## config.mk

```make
export PLATFORM = sky130hd
export DESIGN_NAME = control_fsm_flat
export DESIGN_NICKNAME = d
export VERILOG_FILES = /design/src/rtl/control_fsm_if.sv /design/src/rtl/control_fsm.sv /design/src/flat_wrapper.sv
export SDC_FILE = /design/constraint.sdc
export NUM_CORES = 1
export LEC_CHECK = 0
export BUFFER_PORTS_ARGS = -buffer_cell sky130_fd_sc_hd__clkbuf_2
export CAP_MARGIN = 0
export CORE_MARGIN = 5
export CORE_UTILIZATION = 47
export CTS_BUF_LIST = sky130_fd_sc_hd__clkbuf_16
export DETAILED_ROUTE_END_ITERATION = 12
export GPL_ROUTABILITY_DRIVEN = 0
export PLACE_DENSITY = 0.9
export SYNTH_ARGS = -nofsm -noshare
export SYNTH_HDL_FRONTEND = slang
export SYNTH_SLANG_ARGS = --single-unit
```

## constraint.sdc

```tcl
create_clock -name clk -period 2.05 [get_ports clk]
set_input_delay 0.41 -clock clk [delete_from_list [all_inputs] [get_ports clk]]
set_output_delay 0.41 -clock clk [all_outputs]
set_load 0.05 [all_outputs]
```

## src/rtl/control_fsm_if.sv

```systemverilog
// Signal bundle between control_fsm and the RV32I multicycle datapath:
// instruction fields, ALU flags, memory handshake and datapath controls.
interface control_fsm_if;
  logic [6:0] opcode;
  logic [2:0] funct3;
  logic       zero;
  logic       lt;
  logic       ltu;
  logic       mem_ready;
  logic       mem_req;
  logic       mem_write;
  logic       adr_src;
  logic       ir_write;
  logic       pc_write;
  logic       reg_write;
  logic [1:0] alu_src_a;
  logic [1:0] alu_src_b;
  logic [1:0] alu_op;
  logic [1:0] result_src;
  logic [2:0] imm_src;
  logic       instr_done;
  logic       illegal_instr;

  modport master (
    input  opcode, funct3, zero, lt, ltu, mem_ready,
    output mem_req, mem_write, adr_src, ir_write, pc_write, reg_write,
           alu_src_a, alu_src_b, alu_op, result_src, imm_src,
           instr_done, illegal_instr
  );

  modport slave (
    output opcode, funct3, zero, lt, ltu, mem_ready,
    input  mem_req, mem_write, adr_src, ir_write, pc_write, reg_write,
           alu_src_a, alu_src_b, alu_op, result_src, imm_src,
           instr_done, illegal_instr
  );
endinterface

```

## src/rtl/control_fsm.sv

```systemverilog
// Multicycle main control FSM for the RV32I core. Define CONTROL_ILLEGAL_TRAP_EN
// to trap unknown opcodes in HALT; by default they retire as a NOP.
module control_fsm (
  input logic           clk,
  input logic           rst,
  control_fsm_if.master bus
);
  localparam logic [6:0] OP_LOAD   = 7'b0000011;
  localparam logic [6:0] OP_STORE  = 7'b0100011;
  localparam logic [6:0] OP_REG    = 7'b0110011;
  localparam logic [6:0] OP_IMM    = 7'b0010011;
  localparam logic [6:0] OP_BRANCH = 7'b1100011;
  localparam logic [6:0] OP_JAL    = 7'b1101111;
  localparam logic [6:0] OP_JALR   = 7'b1100111;
  localparam logic [6:0] OP_LUI    = 7'b0110111;
  localparam logic [6:0] OP_AUIPC  = 7'b0010111;

  typedef enum logic [3:0] {
    S_FETCH    = 4'd0,
    S_DECODE   = 4'd1,
    S_MEMADR   = 4'd2,
    S_MEMREAD  = 4'd3,
    S_MEMWB    = 4'd4,
    S_MEMWRITE = 4'd5,
    S_EXECR    = 4'd6,
    S_EXECI    = 4'd7,
    S_LUI      = 4'd8,
    S_AUIPC    = 4'd9,
    S_JALR     = 4'd10,
    S_JAL      = 4'd11,
    S_ALUWB    = 4'd12,
    S_BRANCH   = 4'd13,
    S_HALT     = 4'd14
  } state_e;

  state_e     state_q, state_d;
  logic       mem_req_s, mem_write_s, adr_src_s, ir_write_s;
  logic       pc_update_s, branch_s, reg_write_s, instr_done_s, taken_s;
  logic [1:0] alu_src_a_s, alu_src_b_s, alu_op_s, result_src_s;

  function automatic logic branch_taken(input logic [2:0] f3, input logic z,
                                        input logic slt, input logic sltu);
    logic t;
    case (f3)
      3'b000:  t = z;
      3'b001:  t = ~z;
      3'b100:  t = slt;
      3'b101:  t = ~slt;
      3'b110:  t = sltu;
      3'b111:  t = ~sltu;
      default: t = 1'b0;
    endcase
    return t;
  endfunction

  // State register
  always_ff @(posedge clk) begin
    if (rst) begin
      state_q <= S_FETCH;
    end else begin
      state_q <= state_d;
    end
  end

  // Next-state and Moore output decode
  always_comb begin
    state_d      = state_q;
    mem_req_s    = 1'b0;
    mem_write_s  = 1'b0;
    adr_src_s    = 1'b0;
    ir_write_s   = 1'b0;
    pc_update_s  = 1'b0;
    branch_s     = 1'b0;
    reg_write_s  = 1'b0;
    instr_done_s = 1'b0;
    alu_src_a_s  = 2'b00;
    alu_src_b_s  = 2'b00;
    alu_op_s     = 2'b00;
    result_src_s = 2'b00;
    case (state_q)
      S_FETCH: begin
        mem_req_s    = 1'b1;
        alu_src_b_s  = 2'b10;
        result_src_s = 2'b10;
        if (bus.mem_ready) begin
          ir_write_s  = 1'b1;
          pc_update_s = 1'b1;
          state_d     = S_DECODE;
        end else begin
          state_d = S_FETCH;
        end
      end
      S_DECODE: begin
        // PC-relative target precomputed into ALUOut for branches and JAL
        alu_src_a_s = 2'b01;
        alu_src_b_s = 2'b01;
        case (bus.opcode)
          OP_LOAD, OP_STORE: state_d = S_MEMADR;
          OP_REG:            state_d = S_EXECR;
          OP_IMM:            state_d = S_EXECI;
          OP_BRANCH:         state_d = S_BRANCH;
          OP_JAL:            state_d = S_JAL;
          OP_JALR:           state_d = S_JALR;
          OP_LUI:            state_d = S_LUI;
          OP_AUIPC:          state_d = S_AUIPC;
          default: begin
`ifdef CONTROL_ILLEGAL_TRAP_EN
            state_d = S_HALT;
`else
            state_d      = S_FETCH;
            instr_done_s = 1'b1;
`endif
          end
        endcase
      end
      S_MEMADR: begin
        alu_src_a_s = 2'b10;
        alu_src_b_s = 2'b01;
        if (bus.opcode == OP_LOAD) begin
          state_d = S_MEMREAD;
        end else begin
          state_d = S_MEMWRITE;
        end
      end
      S_MEMREAD: begin
        adr_src_s = 1'b1;
        mem_req_s = 1'b1;
        if (bus.mem_ready) begin
          state_d = S_MEMWB;
        end else begin
          state_d = S_MEMREAD;
        end
      end
      S_MEMWB: begin
        result_src_s = 2'b01;
        reg_write_s  = 1'b1;
        instr_done_s = 1'b1;
        state_d      = S_FETCH;
      end
      S_MEMWRITE: begin
        adr_src_s   = 1'b1;
        mem_req_s   = 1'b1;
        mem_write_s = 1'b1;
        if (bus.mem_ready) begin
          instr_done_s = 1'b1;
          state_d      = S_FETCH;
        end else begin
          state_d = S_MEMWRITE;
        end
      end
      S_EXECR: begin
        alu_src_a_s = 2'b10;
        alu_op_s    = 2'b10;
        state_d     = S_ALUWB;
      end
      S_EXECI: begin
        alu_src_a_s = 2'b10;
        alu_src_b_s = 2'b01;
        alu_op_s    = 2'b11;
        state_d     = S_ALUWB;
      end
      S_LUI: begin
        alu_src_a_s = 2'b11;
        alu_src_b_s = 2'b01;
        state_d     = S_ALUWB;
      end
      S_AUIPC: begin
        alu_src_a_s = 2'b01;
        alu_src_b_s = 2'b01;
        state_d     = S_ALUWB;
      end
      S_JALR: begin
        alu_src_a_s = 2'b10;
        alu_src_b_s = 2'b01;
        state_d     = S_JAL;
      end
      S_JAL: begin
        // PC takes the target in ALUOut while the ALU forms the link value
        pc_update_s = 1'b1;
        alu_src_a_s = 2'b01;
        alu_src_b_s = 2'b10;
        state_d     = S_ALUWB;
      end
      S_ALUWB: begin
        reg_write_s  = 1'b1;
        instr_done_s = 1'b1;
        state_d      = S_FETCH;
      end
      S_BRANCH: begin
        alu_src_a_s  = 2'b10;
        alu_op_s     = 2'b01;
        branch_s     = 1'b1;
        instr_done_s = 1'b1;
        state_d      = S_FETCH;
      end
      S_HALT: begin
        state_d = S_HALT;
      end
      default: begin
        state_d = S_FETCH;
      end
    endcase
  end

  // Immediate format select, decoded straight from the opcode
  always_comb begin
    bus.imm_src = 3'b000;
    case (bus.opcode)
      OP_STORE:         bus.imm_src = 3'b001;
      OP_BRANCH:        bus.imm_src = 3'b010;
      OP_JAL:           bus.imm_src = 3'b011;
      OP_LUI, OP_AUIPC: bus.imm_src = 3'b100;
      default:          bus.imm_src = 3'b000;
    endcase
  end

  assign taken_s = branch_taken(bus.funct3, bus.zero, bus.lt, bus.ltu);

  // Strobes are held low for as long as reset is asserted
  assign bus.mem_req    = mem_req_s & ~rst;
  assign bus.mem_write  = mem_write_s & ~rst;
  assign bus.ir_write   = ir_write_s & ~rst;
  assign bus.pc_write   = (pc_update_s | (branch_s & taken_s)) & ~rst;
  assign bus.reg_write  = reg_write_s & ~rst;
  assign bus.instr_done = instr_done_s & ~rst;
  assign bus.adr_src    = adr_src_s;
  assign bus.alu_src_a  = alu_src_a_s;
  assign bus.alu_src_b  = alu_src_b_s;
  assign bus.alu_op     = alu_op_s;
  assign bus.result_src = result_src_s;
`ifdef CONTROL_ILLEGAL_TRAP_EN
  assign bus.illegal_instr = (state_q == S_HALT) & ~rst;
`else
  assign bus.illegal_instr = 1'b0;
`endif
endmodule

```

## src/flat_wrapper.sv

```systemverilog
// flat-port wrapper written by rule: the top's interface ports become plain ports
module control_fsm_flat 
  (clk, rst, bus_opcode, bus_funct3, bus_zero, bus_lt, bus_ltu, bus_mem_ready, bus_mem_req, bus_mem_write, bus_adr_src, bus_ir_write, bus_pc_write, bus_reg_write, bus_alu_src_a, bus_alu_src_b, bus_alu_op, bus_result_src, bus_imm_src, bus_instr_done, bus_illegal_instr);
  control_fsm_if bus_i ();
  input logic clk;
  input logic rst;
  input wire logic [$bits(bus_i.opcode)-1:0] bus_opcode;
  input wire logic [$bits(bus_i.funct3)-1:0] bus_funct3;
  input wire logic [$bits(bus_i.zero)-1:0] bus_zero;
  input wire logic [$bits(bus_i.lt)-1:0] bus_lt;
  input wire logic [$bits(bus_i.ltu)-1:0] bus_ltu;
  input wire logic [$bits(bus_i.mem_ready)-1:0] bus_mem_ready;
  output wire logic [$bits(bus_i.mem_req)-1:0] bus_mem_req;
  output wire logic [$bits(bus_i.mem_write)-1:0] bus_mem_write;
  output wire logic [$bits(bus_i.adr_src)-1:0] bus_adr_src;
  output wire logic [$bits(bus_i.ir_write)-1:0] bus_ir_write;
  output wire logic [$bits(bus_i.pc_write)-1:0] bus_pc_write;
  output wire logic [$bits(bus_i.reg_write)-1:0] bus_reg_write;
  output wire logic [$bits(bus_i.alu_src_a)-1:0] bus_alu_src_a;
  output wire logic [$bits(bus_i.alu_src_b)-1:0] bus_alu_src_b;
  output wire logic [$bits(bus_i.alu_op)-1:0] bus_alu_op;
  output wire logic [$bits(bus_i.result_src)-1:0] bus_result_src;
  output wire logic [$bits(bus_i.imm_src)-1:0] bus_imm_src;
  output wire logic [$bits(bus_i.instr_done)-1:0] bus_instr_done;
  output wire logic [$bits(bus_i.illegal_instr)-1:0] bus_illegal_instr;
  assign bus_i.opcode = bus_opcode;
  assign bus_i.funct3 = bus_funct3;
  assign bus_i.zero = bus_zero;
  assign bus_i.lt = bus_lt;
  assign bus_i.ltu = bus_ltu;
  assign bus_i.mem_ready = bus_mem_ready;
  assign bus_mem_req = bus_i.mem_req;
  assign bus_mem_write = bus_i.mem_write;
  assign bus_adr_src = bus_i.adr_src;
  assign bus_ir_write = bus_i.ir_write;
  assign bus_pc_write = bus_i.pc_write;
  assign bus_reg_write = bus_i.reg_write;
  assign bus_alu_src_a = bus_i.alu_src_a;
  assign bus_alu_src_b = bus_i.alu_src_b;
  assign bus_alu_op = bus_i.alu_op;
  assign bus_result_src = bus_i.result_src;
  assign bus_imm_src = bus_i.imm_src;
  assign bus_instr_done = bus_i.instr_done;
  assign bus_illegal_instr = bus_i.illegal_instr;
  control_fsm u_core (.clk(clk), .rst(rst), .bus(bus_i));
endmodule
```

Yosys cells after proc, flatten, opt, wreduce, memory -nomap -nowiden
Cells that the tools add are included.
{"block": "classes", "n_addsub": 0, "mul": 0, "div_mod_pow": 0, "magnitude_cmp": 0, "n_eq_ne": 28, "n_shift": 0, "n_mux": 22, "bitwise_logic": 12, "n_reduce_logical": 14}
{"operator": "$pmux W4 S8", "count": 2}
{"operator": "$eq A4 B4 Y1 const B", "count": 7}
{"operator": "$eq A7 B6 Y1 const B", "count": 3}
{"operator": "$eq A7 B7 Y1 const B", "count": 3}
{"operator": "$eq A4 B3 Y1 const B", "count": 4}
{"operator": "$eq A7 B5 Y1 const B", "count": 2}
{"operator": "$eq A3 B3 Y1 const B", "count": 4}
{"operator": "$pmux W2 S3", "count": 2}
{"operator": "$pmux W3 S4", "count": 1}
{"operator": "$reduce_or A2 Y1", "count": 5}
{"operator": "$reduce_or A5 Y1", "count": 2}
{"operator": "$mux W1", "count": 9}
{"operator": "$mux W3", "count": 3}
{"operator": "$reduce_or A3 Y1", "count": 3}
{"operator": "$reduce_or A9 Y1", "count": 1}
{"operator": "$eq A4 B2 Y1 const B", "count": 2}
{"operator": "$pmux W2 S2", "count": 2}
{"operator": "$and A1 B1 Y1", "count": 7}
{"operator": "$eq A7 B2 Y1 const B", "count": 1}
{"operator": "$pmux W1 S6", "count": 1}
{"operator": "$reduce_or A6 Y1", "count": 1}
{"operator": "$eq A4 B1 Y1 const B", "count": 1}
{"operator": "$logic_not A4 Y1", "count": 1}
{"operator": "$not A1 Y1", "count": 4}
{"operator": "5 further kinds", "count": 5}
{"block": "totals", "ff_bits": 4, "latchBits": 0, "ram_bits": 0, "rom_bits": 0, "in_bits": 16, "out_inout_bits": 19, "elab_cells": 77, "memories": 0}

Logic depth before layout (Yosys ltp)
Gate-level depths: netlist of the first run.
{"block": "depth", "depth_word": 5, "ltp_mapped": 6, "mapped_depth_nobuf": 4}

Least setup slack after synthesis of the first run
No wires, ideal clock.
{"block": "synth_timing", "path_type": "input port to output port", "startpoint": "in bus_opcode[3]", "endpoint": "out bus_imm_src[1]", "arrival_time_ns": 3.278, "required_ns": 1.640, "setup_slack_ns": -1.638, "stages": 3, "path_buffers": 1, "cell_sequence": "buf_6 -> or2_2 -> a2111oi_0"}
{"block": "synth_between", "elab_chain_cells": 3, "word_cells_on_any_way": 7, "classes_between": "eq/ne: 5; mux: 1; reduce/logical: 1"}
{"element": "from (decl)", "line": "flat_wrapper.sv:7", "source": "input wire logic [$bits(bus_i.opcode)-1:0] bus_opcode;"}
{"element": "$eq A7 B6 Y1 / $eq A7 B5 Y1 (equally long branches)", "line": "control_fsm.sv:208", "source": "case (bus.opcode)"}
{"element": "$reduce_or A2 Y1", "line": "control_fsm.sv:208"}
{"element": "$pmux W3 S4 (*)", "line": "control_fsm.sv:208"}
{"element": "to (decl)", "line": "flat_wrapper.sv:23", "source": "output wire logic [$bits(bus_i.imm_src)-1:0] bus_imm_src;"}
Every way passes the cells marked *; elsewhere a longest branch is shown, timed or not.

Worst setup path after layout of the first run
{"block": "layout_timing", "startpoint": "reg u_core.state_q[3]", "endpoint": "out bus_instr_done"}
{"block": "layout_between", "elab_chain_cells": 4, "word_cells_on_any_way": 8, "classes_between": "eq/ne: 5; mux: 1; bitwise: 1; reduce/logical: 1"}
{"element": "from (decl)", "line": "control_fsm.sv:36", "source": "state_e state_q, state_d;"}
{"element": "from (signal assigned)", "line": "control_fsm.sv:61", "source": "state_q <= state_d;"}
{"element": "$eq A4 B4 Y1 / $eq A4 B3 Y1 (equally long branches)", "line": "control_fsm.sv:80", "source": "case (state_q)"}
{"element": "$reduce_or A3 Y1 (no source line)"}
{"element": "$pmux W1 S3 (*)", "line": "control_fsm.sv:80"}
{"element": "$and A1 B1 Y1 (*)", "line": "control_fsm.sv:225", "source": "assign bus.instr_done = instr_done_s & ~rst;"}
{"element": "to (decl)", "line": "flat_wrapper.sv:24", "source": "output wire logic [$bits(bus_i.instr_done)-1:0] bus_instr_done;"}
Marked as above.

==> impl_metrics.env, run 1 <==
export IMPL_hold_ws_ns=0.4847
export IMPL_crit_type="reg2out"
export IMPL_cts_max_level=1
export IMPL_drv_cap=0
export IMPL_status="complete, no violations"
export IMPL_wire_per_inst_um=14.49
export IMPL_grt_pass1_wl_um=4540
export IMPL_synth_edf_count=0
export IMPL_numCtsBuffers=3
export IMPL_drtIter0Drc=34
export IMPL_nets=180
export IMPL_cp_required_ns=1.64
export IMPL_tns_ns=0
export IMPL_hold_start="bus_opcode[1]"
export IMPL_grt_max_degree=23
export IMPL_synth_area_top_cells="dfxtp_1, a21oi_1, nor2_1, nor3_1, buf_2"
export IMPL_dpl_hpwl_um=2008
export IMPL_antenna_found_initial=0
export IMPL_grt_pass1_vias=1051
export IMPL_fin_crit_sh_pct=97.88
export IMPL_cp_slowest_cell="or3b_2"
export IMPL_vdd_drop_max_uv=497.1
export IMPL_layout_drive_gt1_share_pct=49.38
export IMPL_yosys_cell_types_count=44
export IMPL_multi_input_area_um2=765.7
export IMPL_seq_area_um2=87.58
export IMPL_io_buffers=33
export IMPL_whs_path_depth=3
export IMPL_synth_async_reset_ratio_pct=0
export IMPL_r2r_start="u_core.state_q[1]"
export IMPL_core_area_um2=1708
export IMPL_powerDensity_nw_per_um2=448.2
export IMPL_vias=1109
export IMPL_fp_dieArea_um2=2712
export IMPL_synth_nets=140
export IMPL_largest_reg_flops=4
export IMPL_yosysTopAreaCell="dfxtp_1"
export IMPL_insertion_delay_ns=0.22
export IMPL_area_growth_pct=58.65
export IMPL_hold_viol_final=0
export IMPL_setup_viol=0
export IMPL_holdPathEnd="u_core.state_q[0]"
export IMPL_r2r_end="u_core.state_q[2]"
export IMPL_ys_ff_latch=4
export IMPL_die_height_um=52.08
export IMPL_synth_warnings=0
export IMPL_cts_tree="built"
export IMPL_ys_seq_area_share_pct=9.624
export IMPL_period_minus_slack_ns=2.007
export IMPL_drv_slew=0
export IMPL_vias_per_cell=5.930
export IMPL_clock_skew_ns=0.0003530
export IMPL_syn_inst=124
export IMPL_path_cells="or3b_2 > a21oi_1 > a211oi_4 > buf_12"
export IMPL_syn_area_per_cell_um2=6.710
export IMPL_min_path_type="in2reg"
export IMPL_diodes=0
export IMPL_core_rowCount=15
export IMPL_track_usage_pct=21.68
export IMPL_critPathCaptureType="output port"
export IMPL_cp_start_kind="register"
export IMPL_grt_overflow_total=0
export IMPL_remaining_drc_errors=0
export IMPL_largest_register="u_core.state_q"
export IMPL_pin_count=35
export IMPL_power_leakage_nw=0.5657
export IMPL_cp_data_arrival_time_ns=1.60
export IMPL_synth_flop_cell="dfxtp_1"
export IMPL_finalCoreUtilization_pct=77.29
export IMPL_r2r_slack_ns=0.40
export IMPL_reg_top3="u_core.state_q (4)"
export IMPL_cts_buffer_depth=2
export IMPL_cp_max_fo=7
export IMPL_antenna_left=0
export IMPL_crit_family="simple AND/OR/NAND/NOR gates"
export IMPL_final_fill_count=128
export IMPL_routed_wl_um=2709
export IMPL_fmax_ghz=0.4984
export IMPL_slowest_delay_ns=0.51
export IMPL_cts_root_buf="clkbuf_16"
export IMPL_worst_r2r_path_depth=6
export IMPL_netlist_area_um2=832.0
export IMPL_hold_buffers=0
export IMPL_path_buf_inv=1
export IMPL_synth_top_area_share_pct=9.624
export IMPL_path_depth=4
export IMPL_clkTransAtPathRegs_ns=0.03
export IMPL_drt_pass1_iterations=4
export IMPL_cts_sinks=4
export IMPL_initial_core_util_pct=48.72
export IMPL_die_w_um=52.08
logic make-up after synthesis:
kind of cell | after synthesis | share of synthesized area (%)
AO/OA/AOI/OAI | 34 | 27.52
XOR/XNOR | 4 | 4.211
buffers and inverters | 19 | 13.23
flip-flops | 4 | 9.624
multiplexers | 1 | 1.203
other | 1 | 0.4507
AND/OR/NAND/NOR | 61 | 43.76
power breakdown:
group          internal, mW  leakage, nW  switching, mW
combinational        0.0794        0.495          0.132
clock                 0.249       0.0370         0.0499
sequential           0.0788       0.0339        0.00254
total                 0.407        0.566          0.185
stage by stage:
stage	power [mW]	setup slack, ns	instances	area, um^2
after floorplan	0.2278	-0.2729	124	938.4
after global placement	0.2800	0.08871	181	1175
after detailed placement	0.2850	0.03232	181	1175
after CTS	0.5906	0.002691	184	1270
after global routing	0.6299	-0.01690	187	1320
final	0.5916	0.04342	187	1320
cell usage after synthesis, types with 3 or more instances:
master    count
a21oi_1      13
a31oi_1       3
buf_2         7
buf_6         3
dfxtp_1       4
inv_1         4
nand2_1       6
nand2b_1      5
nand3b_1      3
nor2_1       16
nor3_1       11
nor4_1        3
o21ai_0       4
layer usage:
metal | vias up | share of wire [%] | global-route usage [%]
met1 | 521 | 39 | 24.10
met2 | 48 | 54 | 38.08
met4 | 0 | 0.66 | 8.734
met5 | - | 0 | 0
li1 | 536 | - | -
met3 | 4 | 6.8 | 6.304
area by class of cell:
type	instances	share of cell area [%]
Timing Repair Buffer	50	26.16
Inverter	4	1.137
Tap cell	25	2.370
Multi-Input combinational cell	101	58.01
Clock buffer	3	5.687
Sequential cell	4	6.635
worst max path at each step:
stage / startpoint / endpoint / slack [ns]
after detailed placement: u_core.state_q[3] / bus_pc_write / 0.03
after global placement: bus_mem_ready / bus_instr_done / 0.09
after CTS: u_core.state_q[3] / bus_pc_write / 0.003
after floorplan: u_core.state_q[0] / bus_ir_write / -0.27
final: u_core.state_q[3] / bus_instr_done / 0.04
after global routing: u_core.state_q[3] / bus_instr_done / -0.02
worst reg2reg max path, delay by kind of cell, from the launching register on:
family | cells | cell delay [ns]
flip-flops | 1 | 0.32
AO/OA/AOI/OAI | 3 | 0.50
AND/OR/NAND/NOR | 1 | 0.34
buffers and inverters | 2 | 0.43
what timing repair did:
action | in CTS | in global routing
resized for setup | 7 | 13
pin swaps | 0 | 2
endpoints found under the setup margin | 5 | 4
buffers inserted | 0 | 3
layout by cell type (no fill, tap or decap), types with 2 or more instances in the layout:
master	n
o21ai_0	4
and3b_1	2
a21oi_2	2
xor2_1	2
buf_12	2
nor2b_2	2
clkbuf_16	3
xnor2_1	2
a31oi_1	3
a21oi_1	11
nor3_1	5
dfxtp_1	2
buf_4	17
nand3_1	2
nand2b_1	5
clkbuf_2	27
a221o_1	2
buf_8	2
inv_1	4
nand2_1	6
dfxtp_4	2
nand3b_1	3
nor2_1	16
nor3_2	5
nor4b_1	2
Note: power is estimated with default switching activity, not from simulation.
==> inputs of run 2 (changes only) <==
--- a/config.mk
+++ b/config.mk
@@ -8,11 +8,11 @@
 export BUFFER_PORTS_ARGS = -buffer_cell sky130_fd_sc_hd__clkbuf_2
 export CAP_MARGIN = 0
 export CORE_MARGIN = 5
-export CORE_UTILIZATION = 47
+export CORE_UTILIZATION = 35
 export CTS_BUF_LIST = sky130_fd_sc_hd__clkbuf_16
 export DETAILED_ROUTE_END_ITERATION = 12
 export GPL_ROUTABILITY_DRIVEN = 0
-export PLACE_DENSITY = 0.9
+export PLACE_DENSITY = 0.73
 export SYNTH_ARGS = -nofsm -noshare
 export SYNTH_HDL_FRONTEND = slang
 export SYNTH_SLANG_ARGS = --single-unit
==> impl_metrics.env, run 2 (same netlist as run 1, synthesis figures left out) <==
export IMPL_drtIter0Drc=38
export IMPL_setup_ws_ns=0.05825
export IMPL_initial_core_util_pct=37.25
export IMPL_pwr_share_seq_pct=13.7
export IMPL_remaining_drc_errors=0
export IMPL_clock_skew_ns=0.0008962
export IMPL_r2r_slack_ns=0.56
export IMPL_wl_met3_um=190
export IMPL_finalCoreUtilization_pct=59.61
export IMPL_vias_per_cell=5.616
export IMPL_cp_data_arrival_time_ns=1.58
export IMPL_wire_per_inst_um=13.71
export IMPL_power_internal_mw=0.4130
export IMPL_cp_max_fo=8
export IMPL_pin_count=35
export IMPL_io_buffers=33
export IMPL_grt_pass1_wl_um=4347
export IMPL_diodes=0
export IMPL_wl_met2_um=1267
export IMPL_worst_r2r_path_depth=6
export IMPL_drv_cap=0
export IMPL_cts_tree="built"
export IMPL_largest_register="u_core.state_q"
export IMPL_wl_met1_um=1061
export IMPL_grt_overflow_total=0
export IMPL_critPathCaptureType="output port"
export IMPL_final_fill_count=213
export IMPL_drt_pass1_iterations=4
export IMPL_status="complete, no violations"
export IMPL_nets=175
export IMPL_most_common_layout_cells="clkbuf_2, nor2_1, a21oi_1"
export IMPL_r2r_start="u_core.state_q[2]"
export IMPL_hold_ws_ns=0.5009
export IMPL_clkTransAtPathRegs_ns=0.03
export IMPL_hold_start="bus_opcode[1]"
export IMPL_comb_power_share_pct=36.2
export IMPL_track_usage_pct=15.18
export IMPL_core_rowCount=17
export IMPL_antenna_found_initial=0
export IMPL_setup_viol=0
export IMPL_fin_crit_sh_pct=97.16
export IMPL_insertion_delay_ns=0.22
export IMPL_die_height_um=58.76
export IMPL_grt_max_degree=21
export IMPL_die_w_um=58.76
export IMPL_top_layer="met4"
export IMPL_vias=1039
export IMPL_hold_viol_final=0
export IMPL_layout_drive_gt1_share_pct=47.77
export IMPL_crit_type="reg2out"
export IMPL_numCtsBuffers=3
export IMPL_total_power_mw=0.5979
export IMPL_vdd_drop_max_uv=382.1
export IMPL_reg_top3="u_core.state_q (4)"
export IMPL_cp_required_ns=1.64
export IMPL_period_minus_slack_ns=1.992
export IMPL_cts_max_level=1
export IMPL_core_area_um2=2233
export IMPL_cts_sinks=4
export IMPL_cts_root_buf="clkbuf_16"
export IMPL_min_path_type="in2reg"
export IMPL_antenna_left=0
export IMPL_r2r_end="u_core.state_q[2]"
export IMPL_power_frac_clock_pct=50.0
export IMPL_dpl_worst_slack_ns=0.09779
export IMPL_powerDensity_nw_per_um2=449.1
export IMPL_holdPathEnd="u_core.state_q[0]"
export IMPL_whs_path_depth=3
export IMPL_fmax_ghz=0.5021
export IMPL_p_sw_mw=0.1849
export IMPL_fp_dieArea_um2=3452
export IMPL_largest_reg_flops=4
export IMPL_final_common_cell="clkbuf_2"
export IMPL_swShare_pct=30.93
export IMPL_rsz0062_at_grt="no"
export IMPL_dpl_hpwl_um=1997
export IMPL_cts_buffer_depth=2
export IMPL_routed_wl_um=2536
export IMPL_area_growth_pct=60.00
export IMPL_cp_start_kind="register"
export IMPL_power_leakage_nw=0.5532
export IMPL_drv_slew=0
export IMPL_grt_pass1_vias=1011
## run 2: per-layer routing
metal,global-route usage (%),vias up
met1,19.58,471
met5,0,-
met3,1.754,3
met4,3.883,0
met2,26.50,43
li1,-,522
## run 2: area by class of cell
| cell class | count | area, um^2 | area share [%] |
|---|---|---|---|
| Clock buffer | 3 | 75.07 | 5.639 |
| Inverter | 4 | 15.01 | 1.128 |
| Multi-Input combinational cell | 101 | 754.5 | 56.67 |
| Sequential cell | 4 | 87.58 | 6.579 |
| Tap cell | 28 | 35.03 | 2.632 |
| Timing Repair Buffer | 45 | 364.1 | 27.35 |
## run 2: power groups by stage
stage | Clock [mW] | Combinational, mW | Sequential, mW
2_1_floorplan | 0 | 0.146 | 0.0819
3_3_place_gp | 0 | 0.210 | 0.0836
3_5_place_dp | 0 | 0.215 | 0.0836
4_1_cts | 0.304 | 0.216 | 0.0820
5_1_grt | 0.308 | 0.233 | 0.0826
6_report | 0.299 | 0.217 | 0.0821
## run 2: worst max-delay path, stage by stage, from the launching register on
cell and delay [ns]:
dfxtp_4 0.35, or3b_2 0.52, a21oi_1 0.26, a211oi_4 0.06
buf_12 0.16
## run 2: what timing repair did
item	in CTS	in global routing
hold buffers	0	0
buffers inserted	0	1
pin swaps	1	2
resized for setup	5	8
setup endpoints to repair	6	8
## run 2: how the worst max path moves through the flow
stage	slack (ns)	end	start	cells after the start
final	0.06	bus_instr_done	u_core.state_q[3]	4
after global routing	0.008	bus_pc_write	u_core.state_q[3]	5
after CTS	0.01	bus_instr_done	u_core.state_q[3]	4
after detailed placement	0.1	bus_imm_src[1]	bus_opcode[3]	4
after floorplan	-0.27	bus_ir_write	u_core.state_q[0]	4
after global placement	0.13	bus_imm_src[1]	bus_opcode[3]	4
## run 2: through the flow
step	area, um^2	TNS (ns)	cells
after CTS	1313	0	184
final	1331	0	185
after detailed placement	1229	0	181
after global placement	1229	0	181
after global routing	1331	0	185
after floorplan	938.4	-0.7483	124
==> inputs of run 3 (changes only) <==
--- a/config.mk
+++ b/config.mk
@@ -12,7 +12,7 @@
 export CTS_BUF_LIST = sky130_fd_sc_hd__clkbuf_16
 export DETAILED_ROUTE_END_ITERATION = 12
 export GPL_ROUTABILITY_DRIVEN = 0
-export PLACE_DENSITY = 0.73
+export PLACE_DENSITY = 0.75
 export SYNTH_ARGS = -nofsm -noshare
 export SYNTH_HDL_FRONTEND = slang
 export SYNTH_SLANG_ARGS = --single-unit
==> constraint.sdc (replaced) <==
create_clock -name clk -period 1.6 [get_ports clk]
set_input_delay 0.32 -clock clk [delete_from_list [all_inputs] [get_ports clk]]
set_output_delay 0.32 -clock clk [all_outputs]
set_load 0.05 [all_outputs]
==> impl_metrics.env, run 3 <==
export IMPL_synth_top_area_share_pct=9.624
export IMPL_pin_count=35
export IMPL_yosysTopAreaCell="dfxtp_1"
export IMPL_die_w_um=58.76
export IMPL_syn_area_per_cell_um2=6.710
export IMPL_netlist_area_um2=832.0
export IMPL_yosys_cell_types_count=44
export IMPL_numCtsBuffers=3
export IMPL_synth_async_reset_ratio_pct=0
export IMPL_synth_nets=140
export IMPL_postPlaceCellArea_um2=1544
export IMPL_tool_error="[ERROR DPL-0038] Utilization greater than 100%, impossible to legalize"
export IMPL_dpl_worst_slack_ns=-0.2107
export IMPL_dpl_hpwl_um=2728
export IMPL_crit_endpoint="bus_pc_write"
export IMPL_worstEpCategory="primary output"
export IMPL_synth_most_common_cell="nor2_1"
export IMPL_cts_root_buf="clkbuf_16"
export IMPL_grt_max_degree=13
export IMPL_die_height_um=58.76
export IMPL_synth_edf_count=0
export IMPL_initial_core_util_pct=37.25
export IMPL_cts_buffer_depth=2
export IMPL_synth_flop_cell="dfxtp_1"
export IMPL_status="aborted with a tool error"
export IMPL_syn_inst=124
export IMPL_ys_seq_area_share_pct=9.624
export IMPL_ys_ff_latch=4
export IMPL_cts_sinks=4
export IMPL_lastStage="global routing (5_1_grt)"
export IMPL_yosys_top_cells_count="nor2_1, a21oi_1, nor3_1"
export IMPL_io_buffers=33
export IMPL_cts_max_level=1
export IMPL_synth_warnings=0
export IMPL_synth_area_top_cells="dfxtp_1, a21oi_1, nor2_1, nor3_1, buf_2"
export IMPL_core_rowCount=17
## run 3: cells by family after synthesis
logic type / synth area share [%]
multiplexers: 1.203
other: 0.4507
AO/OA/AOI/OAI: 27.52
XOR/XNOR: 4.211
buffers and inverters: 13.23
flip-flops: 9.624
AND/OR/NAND/NOR: 43.76
## run 3: per-stage QoR
stage	utilization (%)	hold WS, ns	TNS, ns	instances
2_1_floorplan	-	0.4974	-1.269	124
3_3_place_gp	69.13	0.6354	-0.6929	207
3_5_place_dp	69.13	0.6459	-1.024	207
4_1_cts	90.53	0.4264	-2.307	221
## run 3: timing repair
item | in CTS
resized for setup | 67
hold buffers | 0
buffers inserted | 9
pin swaps | 13
gates cloned | 1
setup endpoints to repair | 17
==> inputs of run 4 (changes only) <==
--- a/config.mk
+++ b/config.mk
@@ -8,11 +8,10 @@
 export BUFFER_PORTS_ARGS = -buffer_cell sky130_fd_sc_hd__clkbuf_2
 export CAP_MARGIN = 0
 export CORE_MARGIN = 5
-export CORE_UTILIZATION = 35
-export CTS_BUF_LIST = sky130_fd_sc_hd__clkbuf_16
+export CORE_UTILIZATION = 20
 export DETAILED_ROUTE_END_ITERATION = 12
 export GPL_ROUTABILITY_DRIVEN = 0
-export PLACE_DENSITY = 0.75
+export PLACE_DENSITY_LB_ADDON = 0.15
 export SYNTH_ARGS = -nofsm -noshare
 export SYNTH_HDL_FRONTEND = slang
 export SYNTH_SLANG_ARGS = --single-unit
==> constraint.sdc (replaced) <==
create_clock -name clk -period 2.1 [get_ports clk]
set_input_delay 0.42 -clock clk [delete_from_list [all_inputs] [get_ports clk]]
set_output_delay 0.42 -clock clk [all_outputs]
set_load 0.05 [all_outputs]
==> impl_metrics.env, run 4 (same netlist as run 1, synthesis figures left out) <==
export IMPL_critPathCaptureType="output port"
export IMPL_fin_crit_sh_pct=96.85
export IMPL_cts_root_buf="clkbuf_8"
export IMPL_final_common_cell="clkbuf_2"
export IMPL_core_rowCount=23
export IMPL_grt_pass1_wl_um=4581
export IMPL_core_area_um2=4029
export IMPL_cts_buffer_depth=2
export IMPL_whs_path_depth=3
export IMPL_fmax_ghz=0.4917
export IMPL_hold_ws_ns=0.5301
export IMPL_clkTransAtPathRegs_ns=0.03
export IMPL_postPlaceCellArea_um2=1214
export IMPL_largest_register="u_core.state_q"
export IMPL_rsz0062_at_grt="no"
export IMPL_setup_viol=0
export IMPL_min_path_type="in2reg"
export IMPL_cp_required_ns=1.68
export IMPL_r2r_slack_ns=0.47
export IMPL_reg_top3="u_core.state_q (4)"
export IMPL_status="complete, no violations"
export IMPL_cp_start_kind="register"
export IMPL_worst_r2r_path_depth=5
export IMPL_power_leakage_nw=0.5324
export IMPL_cts_tree="built"
export IMPL_clock_skew_ns=0.003256
export IMPL_period_minus_slack_ns=2.034
export IMPL_area_growth_pct=54.29
export IMPL_drt_pass1_iterations=6
export IMPL_diodes=0
export IMPL_antenna_found_initial=0
export IMPL_layout_drive_gt1_share_pct=47.47
export IMPL_cp_max_fo=9
export IMPL_grt_max_degree=17
export IMPL_seq_area_um2=83.83
export IMPL_io_buffers=33
export IMPL_remaining_drc_errors=0
export IMPL_grt_pass1_vias=1014
export IMPL_drv_slew=0
export IMPL_vias_per_cell=5.024
export IMPL_grt_overflow_total=0
export IMPL_multi_input_area_um2=739.5
export IMPL_cts_sinks=4
export IMPL_crit_type="reg2out"
export IMPL_vias=1045
export IMPL_powerDensity_nw_per_um2=343.6
export IMPL_vdd_drop_max_uv=181.3
export IMPL_insertion_delay_ns=0.21
export IMPL_hold_start="bus_opcode[1]"
export IMPL_numCtsBuffers=3
export IMPL_cp_data_arrival_time_ns=1.61
export IMPL_cts_max_level=1
export IMPL_hold_viol_final=0
export IMPL_holdPathEnd="u_core.state_q[0]"
export IMPL_die_height_um=74.50
export IMPL_fp_dieArea_um2=5550
export IMPL_die_w_um=74.50
export IMPL_dpl_hpwl_um=2221
export IMPL_nets=176
export IMPL_drv_cap=0
export IMPL_wire_per_inst_um=13.32
export IMPL_routed_wl_um=2771
export IMPL_largest_reg_flops=4
export IMPL_final_fill_count=453
export IMPL_r2r_end="u_core.state_q[2]"
export IMPL_track_usage_pct=10.16
export IMPL_pin_count=35
export IMPL_most_common_layout_cells="clkbuf_2, nor2_1, a21oi_1, buf_4, nor3_1"
export IMPL_final_area_um2=1284
export IMPL_drtIter0Drc=44
export IMPL_r2r_start="u_core.state_q[1]"
export IMPL_initial_core_util_pct=20.65
export IMPL_antenna_left=0
## run 4: how the worst max path moves through the flow
stage | endpoint | startpoint | slack [ns]
floorplan | bus_imm_src[1] | bus_opcode[3] | -0.24
global placement | bus_imm_src[1] | bus_opcode[3] | 0.12
detailed placement | bus_imm_src[1] | bus_opcode[3] | 0.10
CTS | bus_pc_write | u_core.state_q[3] | 0.007
global route | bus_ir_write | u_core.state_q[1] | 0.007
finish | bus_instr_done | u_core.state_q[2] | 0.07
## run 4: where the power goes
part           internal (mW)  switching (mW)  leakage (nW)
combinational         0.0763           0.127         0.477
clock                  0.122          0.0349        0.0216
sequential            0.0787         0.00245        0.0338
total                  0.277           0.164         0.532
## run 4: through the flow
stage | TNS (ns) | utilization, % | std cells | worst slack, ns | total power [mW]
floorplan | -0.4141 | - | 124 | -0.2357 | 0.2208
global placement | 0 | 30.12 | 203 | 0.1221 | 0.2817
detailed placement | 0 | 30.12 | 203 | 0.1002 | 0.2837
CTS | 0 | 31.18 | 206 | 0.007170 | 0.4473
global route | 0 | 31.86 | 208 | 0.007190 | 0.4744
finish | 0 | 31.86 | 208 | 0.06612 | 0.4410
## run 4: layout make-up
class,instances,area share [%]
clock buffer,3,3.216
inverter,4,1.170
multi-input combinational,101,57.60
sequential,4,6.530
tap,50,4.873
timing repair buffer,46,26.61
## run 4: critical path: stages (launching register included)
cell and delay, ns:
dfxtp_2 0.37, buf_4 0.19, nor4b_4 0.28, a21oi_1 0.11, a211oi_4 0.28, buf_12 0.17
## run 4: timing repair
item / in CTS / in global routing
hold buffers: 0 / 0
setup buffers: 0 / 2
pin swaps: 0 / 1
setup endpoints to repair: 2 / 4
resized for setup: 2 / 6
## run 4: layer usage
layer,track usage [%],vias to the layer above,wire length [um]
li1,-,521,-
met1,13.59,492,1303
met2,17.27,30,1293
met3,1.622,2,156
met4,1.976,0,17
met5,0,-,0
